$ cat config.mk
export PLATFORM = sky130hd
export DESIGN_NAME = touch_grid_select_flat
export DESIGN_NICKNAME = d
export VERILOG_FILES = /design/src/rtl/lcd_ui_pkg.sv /design/src/rtl/touch_grid_select_if.sv /design/src/rtl/touch_cell_hit.sv /design/src/rtl/touch_grid_select.sv /design/src/flat_wrapper.sv
export SDC_FILE = /design/constraint.sdc
export NUM_CORES = 1
export LEC_CHECK = 0
export CAP_MARGIN = 10
export CORE_MARGIN = 5
export CORE_UTILIZATION = 52
export DETAILED_ROUTE_END_ITERATION = 6
export PLACE_DENSITY = 0.85
export SETUP_SLACK_MARGIN = 0.1
export SYNTH_ARGS = -nofsm -noshare
export SYNTH_HDL_FRONTEND = slang
export SYNTH_SLANG_ARGS = --single-unit
$ cat constraint.sdc
create_clock -name clk -period 3.5 [get_ports clk]
set_clock_uncertainty 0.05 [all_clocks]
set_input_delay 0.525 -clock clk [delete_from_list [all_inputs] [get_ports clk]]
set_output_delay 0.525 -clock clk [all_outputs]
set_load 0.02 [all_outputs]
$ cat src/rtl/lcd_ui_pkg.sv
// Shared LCD menu definitions: selector FSM states, touch coordinate width and
// the default resistive-panel calibration used by the grid pickers.
package lcd_ui_pkg;

  localparam int TOUCH_W = 12;

  // Default calibration for the menu panel (lower corner of cell 0, pitch, size)
  localparam int CAL_X_ORIGIN = 1923;
  localparam int CAL_X_STEP   = 597;
  localparam int CAL_X_LEN    = 568;
  localparam int CAL_Y_ORIGIN = 1808;
  localparam int CAL_Y_STEP   = 823;
  localparam int CAL_Y_LEN    = 748;

  typedef enum logic [2:0] {
    ST_IDLE         = 3'd0,
    ST_ARM          = 3'd1,
    ST_WAIT_PRESS   = 3'd2,
    ST_DEBOUNCE     = 3'd3,
    ST_WAIT_RELEASE = 3'd4,
    ST_DONE         = 3'd5
  } state_t;

  // A zero-length delay still needs one cycle of the counter.
  function automatic int at_least_one(input int v);
    return (v < 1) ? 1 : v;
  endfunction

endpackage

$ cat src/rtl/touch_grid_select_if.sv
// Touch-in / selection-out bundle between a menu screen and its grid selector.
interface touch_grid_select_if #(
  parameter int IW = 3
);
  import lcd_ui_pkg::*;

  logic               active;
  logic [TOUCH_W-1:0] x_touch;
  logic [TOUCH_W-1:0] y_touch;
  logic               touch_input;
  logic               hover_valid;
  logic [IW-1:0]      hover_index;
  logic               sel_valid;
  logic [IW-1:0]      sel_index;
  logic               locked;
  state_t             dbg_state;

  // sel_valid is a one-cycle pulse with no back-pressure: the consumer must take
  // sel_index in that cycle (it also holds until the next acceptance or IDLE).
  modport master (
    output active, x_touch, y_touch, touch_input,
    input  hover_valid, hover_index, sel_valid, sel_index, locked, dbg_state
  );

  modport slave (
    input  active, x_touch, y_touch, touch_input,
    output hover_valid, hover_index, sel_valid, sel_index, locked, dbg_state
  );

endinterface

$ cat src/rtl/touch_cell_hit.sv
// Single-rectangle hit comparator: corner <= coord < corner+len on both axes,
// evaluated with one spare bit so corner+len may reach 4096.
module touch_cell_hit
  import lcd_ui_pkg::*;
#(
  parameter int CORNER_X = 0,
  parameter int LEN_X    = 1,
  parameter int CORNER_Y = 0,
  parameter int LEN_Y    = 1
) (
  input  logic               en,
  input  logic [TOUCH_W-1:0] x,
  input  logic [TOUCH_W-1:0] y,
  output logic               hit
);

  localparam int CW = TOUCH_W + 1;
  localparam logic [CW-1:0] X_LO = CW'(CORNER_X);
  localparam logic [CW-1:0] X_HI = CW'(CORNER_X + LEN_X);
  localparam logic [CW-1:0] Y_LO = CW'(CORNER_Y);
  localparam logic [CW-1:0] Y_HI = CW'(CORNER_Y + LEN_Y);

  logic [CW-1:0] xe;
  logic [CW-1:0] ye;

  assign xe  = {1'b0, x};
  assign ye  = {1'b0, y};
  assign hit = en & (xe >= X_LO) & (xe < X_HI) & (ye >= Y_LO) & (ye < Y_HI);

endmodule

$ cat src/rtl/touch_grid_select.sv
// ROWS x COLS touch-cell selector: per-cell hit test, one-hot encoder, and an
// arm/debounce FSM producing a one-cycle selection pulse and a held index.
module touch_grid_select
  import lcd_ui_pkg::*;
#(
  parameter int ROWS       = 2,
  parameter int COLS       = 3,
  parameter int X_ORIGIN   = CAL_X_ORIGIN,
  parameter int X_STEP     = CAL_X_STEP,
  parameter int X_LEN      = CAL_X_LEN,
  parameter int Y_ORIGIN   = CAL_Y_ORIGIN,
  parameter int Y_STEP     = CAL_Y_STEP,
  parameter int Y_LEN      = CAL_Y_LEN,
  parameter int ARM_DELAY  = 15000,
  parameter int DEBOUNCE   = 3000,
  parameter int CONTINUOUS = 0
) (
  input logic               clk,
  input logic               rst,
  touch_grid_select_if.slave bus
);

  localparam int NCELL   = ROWS * COLS;
  localparam int IW      = (NCELL > 1) ? $clog2(NCELL) : 1;
  localparam int ARM_CYC = at_least_one(ARM_DELAY);
  localparam int DEB_CYC = at_least_one(DEBOUNCE);
  localparam int CNT_MAX = (ARM_CYC > DEB_CYC) ? ARM_CYC : DEB_CYC;
  localparam int CW      = $clog2(CNT_MAX + 1);
  localparam logic [CW-1:0] ARM_LOAD = CW'(ARM_CYC - 1);
  localparam logic [CW-1:0] DEB_LOAD = CW'(DEB_CYC - 1);

  logic [NCELL-1:0] cell_hit;
  logic             touch_en;
  logic             found;
  logic             multi;
  logic             hit;
  logic [IW-1:0]    hit_idx;

  assign touch_en = bus.touch_input & bus.active;

  for (genvar r = 0; r < ROWS; r++) begin : g_row
    for (genvar c = 0; c < COLS; c++) begin : g_col
      localparam int CX = X_ORIGIN - c * X_STEP;
      localparam int CY = Y_ORIGIN - r * Y_STEP;
      if (CX < 0 || CX + X_LEN > 4096 || CY < 0 || CY + Y_LEN > 4096) begin : g_bad
        $error("touch_grid_select: cell (%0d,%0d) lies outside the touch range", r, c);
      end
      touch_cell_hit #(
        .CORNER_X(CX), .LEN_X(X_LEN), .CORNER_Y(CY), .LEN_Y(Y_LEN)
      ) u_hit (
        .en (touch_en),
        .x  (bus.x_touch),
        .y  (bus.y_touch),
        .hit(cell_hit[r*COLS+c])
      );
    end
  end

  // Overlapping calibrations can light two cells; that is treated as no hit.
  always_comb begin
    found   = 1'b0;
    multi   = 1'b0;
    hit_idx = '0;
    for (int i = 0; i < NCELL; i++) begin
      if (cell_hit[i]) begin
        multi   = multi | found;
        found   = 1'b1;
        hit_idx = IW'(i);
      end
    end
  end

  assign hit = found & ~multi;

  state_t        state;
  logic [CW-1:0] cnt;
  logic [IW-1:0] cand;

  assign bus.dbg_state = state;

  always_ff @(posedge clk or posedge rst) begin
    if (rst) begin
      state           <= ST_IDLE;
      cnt             <= '0;
      cand            <= '0;
      bus.hover_valid <= 1'b0;
      bus.hover_index <= '0;
      bus.sel_valid   <= 1'b0;
      bus.sel_index   <= '0;
      bus.locked      <= 1'b0;
    end else begin
      bus.hover_valid <= hit;
      if (hit) bus.hover_index <= hit_idx;
      bus.sel_valid <= 1'b0;
      // Losing the screen beats everything, including a completing debounce.
      if (!bus.active && state != ST_IDLE) begin
        state         <= ST_IDLE;
        cnt           <= '0;
        bus.sel_index <= '0;
        bus.locked    <= 1'b0;
      end else begin
        case (state)
          ST_IDLE: begin
            bus.sel_index <= '0;
            if (bus.active) begin
              cnt   <= ARM_LOAD;
              state <= ST_ARM;
            end
          end
          ST_ARM: begin
            if (cnt == '0) state <= ST_WAIT_PRESS;
            else           cnt   <= cnt - 1'b1;
          end
          ST_WAIT_PRESS: begin
            if (hit) begin
              cand  <= hit_idx;
              cnt   <= DEB_LOAD;
              state <= ST_DEBOUNCE;
            end
          end
          ST_DEBOUNCE: begin
            if (!hit || hit_idx != cand) begin
              cnt   <= '0;
              state <= ST_WAIT_PRESS;
            end else if (cnt == '0) begin
              bus.sel_valid <= 1'b1;
              bus.sel_index <= cand;
              if (CONTINUOUS == 0) begin
                bus.locked <= 1'b1;
                state      <= ST_DONE;
              end else begin
                state <= ST_WAIT_RELEASE;
              end
            end else begin
              cnt <= cnt - 1'b1;
            end
          end
          ST_WAIT_RELEASE: begin
            if (!bus.touch_input) state <= ST_WAIT_PRESS;
          end
          ST_DONE:  bus.locked <= 1'b1;
          default:  state <= ST_IDLE;
        endcase
      end
    end
  end

endmodule

$ cat src/flat_wrapper.sv
// flat-port wrapper written by rule: the top's interface ports become plain ports
module touch_grid_select_flat import lcd_ui_pkg::*;
#(
  parameter int ROWS       = 2,
  parameter int COLS       = 3,
  parameter int X_ORIGIN   = CAL_X_ORIGIN,
  parameter int X_STEP     = CAL_X_STEP,
  parameter int X_LEN      = CAL_X_LEN,
  parameter int Y_ORIGIN   = CAL_Y_ORIGIN,
  parameter int Y_STEP     = CAL_Y_STEP,
  parameter int Y_LEN      = CAL_Y_LEN,
  parameter int ARM_DELAY  = 15000,
  parameter int DEBOUNCE   = 3000,
  parameter int CONTINUOUS = 0
)
  (clk, rst, bus_active, bus_x_touch, bus_y_touch, bus_touch_input, bus_hover_valid, bus_hover_index, bus_sel_valid, bus_sel_index, bus_locked, bus_dbg_state);
  touch_grid_select_if #(.IW((3))) bus_i ();
  input logic clk;
  input logic rst;
  input wire logic [$bits(bus_i.active)-1:0] bus_active;
  input wire logic [$bits(bus_i.x_touch)-1:0] bus_x_touch;
  input wire logic [$bits(bus_i.y_touch)-1:0] bus_y_touch;
  input wire logic [$bits(bus_i.touch_input)-1:0] bus_touch_input;
  output wire logic [$bits(bus_i.hover_valid)-1:0] bus_hover_valid;
  output wire logic [$bits(bus_i.hover_index)-1:0] bus_hover_index;
  output wire logic [$bits(bus_i.sel_valid)-1:0] bus_sel_valid;
  output wire logic [$bits(bus_i.sel_index)-1:0] bus_sel_index;
  output wire logic [$bits(bus_i.locked)-1:0] bus_locked;
  output wire logic [$bits(bus_i.dbg_state)-1:0] bus_dbg_state;
  assign bus_i.active = bus_active;
  assign bus_i.x_touch = bus_x_touch;
  assign bus_i.y_touch = bus_y_touch;
  assign bus_i.touch_input = bus_touch_input;
  assign bus_hover_valid = bus_i.hover_valid;
  assign bus_hover_index = bus_i.hover_index;
  assign bus_sel_valid = bus_i.sel_valid;
  assign bus_sel_index = bus_i.sel_index;
  assign bus_locked = bus_i.locked;
  assign bus_dbg_state = bus_i.dbg_state;
  touch_grid_select #(.ROWS(ROWS), .COLS(COLS), .X_ORIGIN(X_ORIGIN), .X_STEP(X_STEP), .X_LEN(X_LEN), .Y_ORIGIN(Y_ORIGIN), .Y_STEP(Y_STEP), .Y_LEN(Y_LEN), .ARM_DELAY(ARM_DELAY), .DEBOUNCE(DEBOUNCE), .CONTINUOUS(CONTINUOUS)) u_core (.clk(clk), .rst(rst), .bus(bus_i));
endmodule
[Word level (Yosys, flattened, before mapping)]
Cells that the tools add are included.
Word-level totals
  input bits: 28
  flip-flop bits (word level): 29
  output and inout port bits: 12
  logic and storage cells: 116
Cells by class
  equality and inequality tests: 14
  $add $sub $neg: 1
  multiplexer cells: 42
  reduce and logical (&&, ||, !) cells: 15
  bitwise gates (word level): 26
  magnitude comparators: 10
Operators by type and width (count)
  $mux 14: 5
  $pmux 14 s4: 1
  $ge 12x11->1 const B: 3
  $lt 12x11->1 const B: 3
  $mux 3: 12
  $ge 12x10->1 const B: 2
  $lt 12x12->1 const B: 2
  $and 1x1->1: 20
  $mux 1: 19
  $pmux 3 s6: 1
  $logic_not 14->1: 1
  $sub 14x1->14 const B: 1
  $reduce_and 3->1: 4
  $ne 3x1->1 const B: 3
  $ne 3x2->1 const B: 3
  $reduce_bool 3->1: 3
  $eq 3x2->1 const B: 2
  $eq 3x3->1 const B: 2
  $pmux 3 s2: 1
  $reduce_and 6->1: 1
  $reduce_bool 5->1: 1
  $mux 2: 2
  $ne 4x1->1 const B: 1
  $or 1x1->1: 4
  9 further kinds: 11

[Depth between registers and ports, before layout]
  depth in word-level cells: 22
  mapped depth: 12
  mapped depth without buffers: 11

[Cells and area by module]
Synthesis repeated with hierarchy kept, for this count alone.
Unflattened totals
  cells, all modules: 334
  area total of the unflattened synthesis: 2668.8 um2
Modules (own cells, without submodules)
  touch_grid_select: area each 1856.8 um2, seq. area each 725.7 um2, times used 1, cells each 213
  touch_cell_hit (u_core.g_row[1].g_col[0].u_hit): area each 153.9 um2, seq. area each 0.0 um2, times used 1, cells each 22
  touch_cell_hit (u_core.g_row[1].g_col[2].u_hit): area each 150.1 um2, seq. area each 0.0 um2, times used 1, cells each 24
  touch_cell_hit (u_core.g_row[1].g_col[1].u_hit): area each 148.9 um2, seq. area each 0.0 um2, times used 1, cells each 22
  touch_cell_hit (u_core.g_row[0].g_col[2].u_hit): area each 133.9 um2, seq. area each 0.0 um2, times used 1, cells each 19
  touch_cell_hit (u_core.g_row[0].g_col[1].u_hit): area each 117.6 um2, seq. area each 0.0 um2, times used 1, cells each 16
  touch_cell_hit (u_core.g_row[0].g_col[0].u_hit): area each 107.6 um2, seq. area each 0.0 um2, times used 1, cells each 18

[Worst setup path after synthesis]
OpenSTA, ideal clock, no wires.
  kind: input to register
  start point: input port bus_x_touch[2]
  end point: register u_core.cnt[12]
  setup time: 0.126 ns
  buffers on the path: 1
  data required time: 3.324 ns
  slack: 0.522 ns
  stages: 10
  arrival time: 2.802 ns
  path through: or4_4 a2111oi_4 o31ai_2 o2bb2ai_2 o22ai_2 a31oi_1 o21ai_1 buf_2 a31o_1 a221o_1
Between the ends
  cells in the longest elaborated chain, start to end: 22
  elaborated cells between the ends (all ways): 54
  classes of those cells: order compare: 6; eq/ne: 2; mux: 19; bitwise: 24; reduce/logical: 3
Ends and longest elaborated chain
  start: declaration: line flat_wrapper.sv:21  | input wire logic [$bits(bus_i.x_touch)-1:0] bus_x_touch;
  $ge 12x11->1: line touch_cell_hit.sv:28  | assign hit = en & (xe >= X_LO) & (xe < X_HI) & (ye >= Y_LO) & (ye < Y_HI);
  $and 1x1->1 (4 in series): line touch_cell_hit.sv:28
  $mux 1 (2 in series): line touch_grid_select.sv:65  | if (cell_hit[i]) begin
  $or 1x1->1: line touch_grid_select.sv:66  | multi = multi | found;
  $mux 1: line touch_grid_select.sv:65
  $or 1x1->1: line touch_grid_select.sv:66
  $mux 1: line touch_grid_select.sv:65
  $or 1x1->1: line touch_grid_select.sv:66
  [... 2 more ...]
  $mux 1: line touch_grid_select.sv:65
  $not 1->1: line touch_grid_select.sv:73  | assign hit = found & ~multi;
  $and 1x1->1: line touch_grid_select.sv:73
  $logic_not 1->1: line touch_grid_select.sv:122  | if (!hit || hit_idx != cand) begin
  $logic_or 1x1->1: line touch_grid_select.sv:122
  $mux 14: line touch_grid_select.sv:122
  $pmux 14 s4: line touch_grid_select.sv:102  | case (state)
  $mux 14: line touch_grid_select.sv:96  | if (!bus.active && state != ST_IDLE) begin
  end signal: assignment: line touch_grid_select.sv:112  | else cnt <= cnt - 1'b1;
  end signal: assignment: line touch_grid_select.sv:135  | cnt <= cnt - 1'b1;
  end: declaration: line touch_grid_select.sv:76  | logic [CW-1:0] cnt;
Several ways; a longest one is shown, not always the timed one.
A chain may end at the register's enable or synchronous reset.

[Final worst setup path]
  start point: input port bus_x_touch[2]
  end point: register u_core.cnt[7]
The elaborated chain is that of the path after synthesis.

==> flow_summary.json <==
{
  "placement_stage_cell_area_mm2": 0.00262,
  "cts_tree": "yes",
  "fin_hold_ws_ns": 0.441,
  "ioPinCount": 40,
  "remaining_drc_errors": 0,
  "final.min_clock_period_ns": 3.23,
  "chipWidth_um": 73.8,
  "kind_of_start_point_of_the_critical_path": "primary input",
  "powerDensity_mw_per_mm2": 338,
  "status": "complete, no violations",
  "worst_path_cell_chain": "clkdlybuf4s50_1 -> or4_4 -> a2111oi_4 -> o31ai_2 -> o2bb2ai_2 -> a21oi_1 -> o31ai_1 -> a31o_2 -> buf_12 -> a31oi_1 -> a21oi_1",
  "dieHeight_um": 73.8,
  "yosysTopAreaCell": "dfrtp_1",
  "area_of_the_multi_input_gates_mm2": 0.00130,
  "std_cell_rows": 23,
  "worst_path_max_delay_cell": "or4_4",
  "synth-async-reset-ratio_pct": 100,
  "clock_tree.buffer_depth": 2,
  "cts_root_buf": "clkbuf_8",
  "top_post_synthesis_cells_by_area": "dfrtp_1 (34%), nand2_1 (5.3%), o21ai_0 (4.3%)",
  "drive_above_1_share_pct": 11.0,
  "worst_ir_drop_vdd_mv": 0.220,
  "layout.nets": 337,
  "via_per_inst": 6.40,
  "firstDrtPassIters": 5,
  "post_synth_most_frequent_cells": "nand2_1 (30), dfrtp_1 (29), nor2_1 (19)",
  "cts.reportedPaths.clkPinSlew_ns": 0.07,
  "synth_cells": 260,
  "first_global_vias": 2160,
  "area.sequential_um2": 726,
  "power.leakage_nw": 1.15,
  "grt_antenna_before_repair": 0,
  "post-route-period-util_pct": 92.2,
  "route.antenna.remaining_nets": 0,
  "gp_routability_congestion": 0.853,
  "gr-usage-all-layers_pct": 22.8,
  "finalSetupViolCount": 0,
  "final_design_area_no_fill_mm2": 0.00274,
  "critical_path_class": "primary input to flip-flop",
  "setup-tns-final_ns": 0,
  "r2r_setup_slack_ns": 0.45,
  "die_area_mm2": 0.00544,
  "tightest_slew_ns": 0.728,
  "wire_length_of_the_first_global_routing_pass_um": 9850,
  "start_util_pct": 53.3,
  "synth_nets": 289,
  "yosys_warnings": 0,
  "tritoncts.num_buffers": 5,
  "timing.max_slew.rel_slack_pct": 51.0,
  "synthesis.area_mm2": 0.00212,
  "drt-total-wl_um": 5860,
  "crit_path_end_kind": "flip-flop",
  "ys_seq_elements": 29,
  "dp_hpwl_um": 4310,
  "cp_top_family": "compound AO/OA/AOI/OAI gates",
  "synth_edf_count": 0,
  "min-delay-path-class": "flip-flop to flip-flop",
  "num-fill-cells": 328,
  "routed_wire_per_std_cell_um": 16.3,
  "areaGrowthSynthToFinish_pct": 29.4,
  "crit_required_ns": 3.65,
  "rsz0062_at_grt": "no",
  "synthFlopType": "dfrtp_1",
  "final_hold_viol_count": 0,
  "critPathMaxStageDelay_ns": 0.56,
  "yosysMostFrequentCell": "nand2_1",
  "synth.distinct_cells": 55,
  "floorplan.core_area_mm2": 0.00397,
  "path_max_fanout": 10,
  "crit_buf_inv": 2,
  "slew_viol_final": 0,
  "synth_sequential_area_ratio_pct": 34.3,
  "max_clock_freq_mhz": 310,
  "post_synth.cell_area_avg_um2": 8.14,
  "overall_overflow_remaining_after_global_route": 0,
  "worst_skew_pair.late_latency_ns": 0.29,
  "htreeDepth": 2,
  "max-cap-violations": 0,
  "cp_data_arrival_time_ns": 3.38,
  "post_cts_resize_count": 0,
  "vias": 2298,
  "maximum_number_of_pins_on_one_net_before_global_route_repair": 30,
  "diodes": 0,
  "critical-path-top-cell-by-count": "a21oi_1",
  "cts.sink_count": 29,
  "synth_top_cell_area_share_pct": 34.3,
  "drtIter0Drc": 381,
  "io_buffers": 39,
  "cts_setup_buffers": 0,
  "cts_hold_buffers": 0
}
[worst register-to-register path: cells and delay by family, from the launching register on]
family,cells,cell delay (ns)
DFF,1,0.49
buffers and inverters,2,0.25
AOI/OAI and AO/OA,1,0.15
and+or+nand+nor,8,1.79
adders and majority gates,1,0.22
[report_power, final]
group	total, mW	leakage [nW]	internal [mW]	switching (mW)
clock	0.283	0.0439	0.137	0.146
combinational	0.239	0.728	0.115	0.124
sequential	0.403	0.377	0.366	0.0372
total	0.925	1.15	0.618	0.307
[flip-flops by register name, summed over array words and instances, names as in the netlist]
| name | cells |
|---|---|
| u_core.cnt | 14 |
| u_core.bus.locked | 1 |
| u_core.bus.hover_valid | 1 |
| u_core.bus.sel_valid | 1 |
| u_core.bus.dbg_state | 3 |
| u_core.cand | 3 |
| u_core.bus.sel_index | 3 |
| u_core.bus.hover_index | 3 |
[metal layers]
layer	wire, um	vias up	track usage [%]
li1	-	1091	-
met2	2810	114	38.1
met5	0	-	0
met3	444	15	3.83
met4	127	0	8.05
met1	2470	1078	29.4
[stage by stage]
step | setup slack [ns] | cells | utilization (%) | total power [mW]
after global placement | 0.0818 | 350 | 66.1 | 0.633
after CTS | 0.283 | 358 | 68.2 | 0.916
after detailed placement | -0.00431 | 350 | 66.1 | 0.639
after floorplan | 0.522 | 260 | - | 0.531
final | 0.274 | 359 | 68.9 | 0.925
after global routing | 0.108 | 359 | 68.9 | 0.963
[path summary, 6_finish.rpt]
| kind | depth (start not counted) | start | endpoint |
|---|---|---|---|
| setup / recovery | 11 | bus_x_touch[2] | u_core.cnt[7] |
| hold / removal | 1 | u_core.bus.hover_index[1] | u_core.bus.hover_index[1] |
| setup reg to reg | 12 | u_core.cnt[0] | u_core.cnt[11] |
| hold reg to reg | 1 | u_core.bus.hover_index[1] | u_core.bus.hover_index[1] |
| max in group asynchronous | 3 | rst | u_core.bus.hover_index[0] |
| min in group asynchronous | 2 | rst | u_core.bus.sel_valid |
[placed cells by master, fill, tap and decap left out, types with 3 or more instances in the layout]
cell type	count
a22o_1	4
inv_1	9
or4_1	4
a211oi_1	3
a21oi_1	16
nor2b_1	3
o31ai_1	3
a32oi_1	3
clkdlybuf4s50_1	39
or3_1	3
nor4_1	9
nand2_1	30
and3_1	8
a21o_1	5
and2_1	4
nand4_1	3
clkbuf_8	5
o21ai_0	18
nand4b_1	3
buf_4	12
nor2_1	19
a221o_1	3
nand3_1	17
dfrtp_1	29
a211o_1	3
nor3_1	10
a31oi_1	4
[logic make-up after synthesis]
family	share of synthesized area, %
AOI/OAI and AO/OA	29.2
xor gates and xnor gates	0.828
adders and majority gates	0.591
buffers and inverters	4.20
DFF	34.3
muxes	1.06
and+or+nand+nor	29.9
[final cells by class]
| class | count | area share (%) |
|---|---|---|
| Multi-Input combinational cell | 210 | 47.5 |
| Sequential cell | 29 | 26.5 |
| Timing Repair Buffer | 53 | 19.3 |
| Clock buffer | 5 | 2.51 |
| Tap cell | 50 | 2.29 |
| Inverter | 9 | 1.23 |
| Clock inverter | 3 | 0.640 |
(Power assumes the default switching activity.)
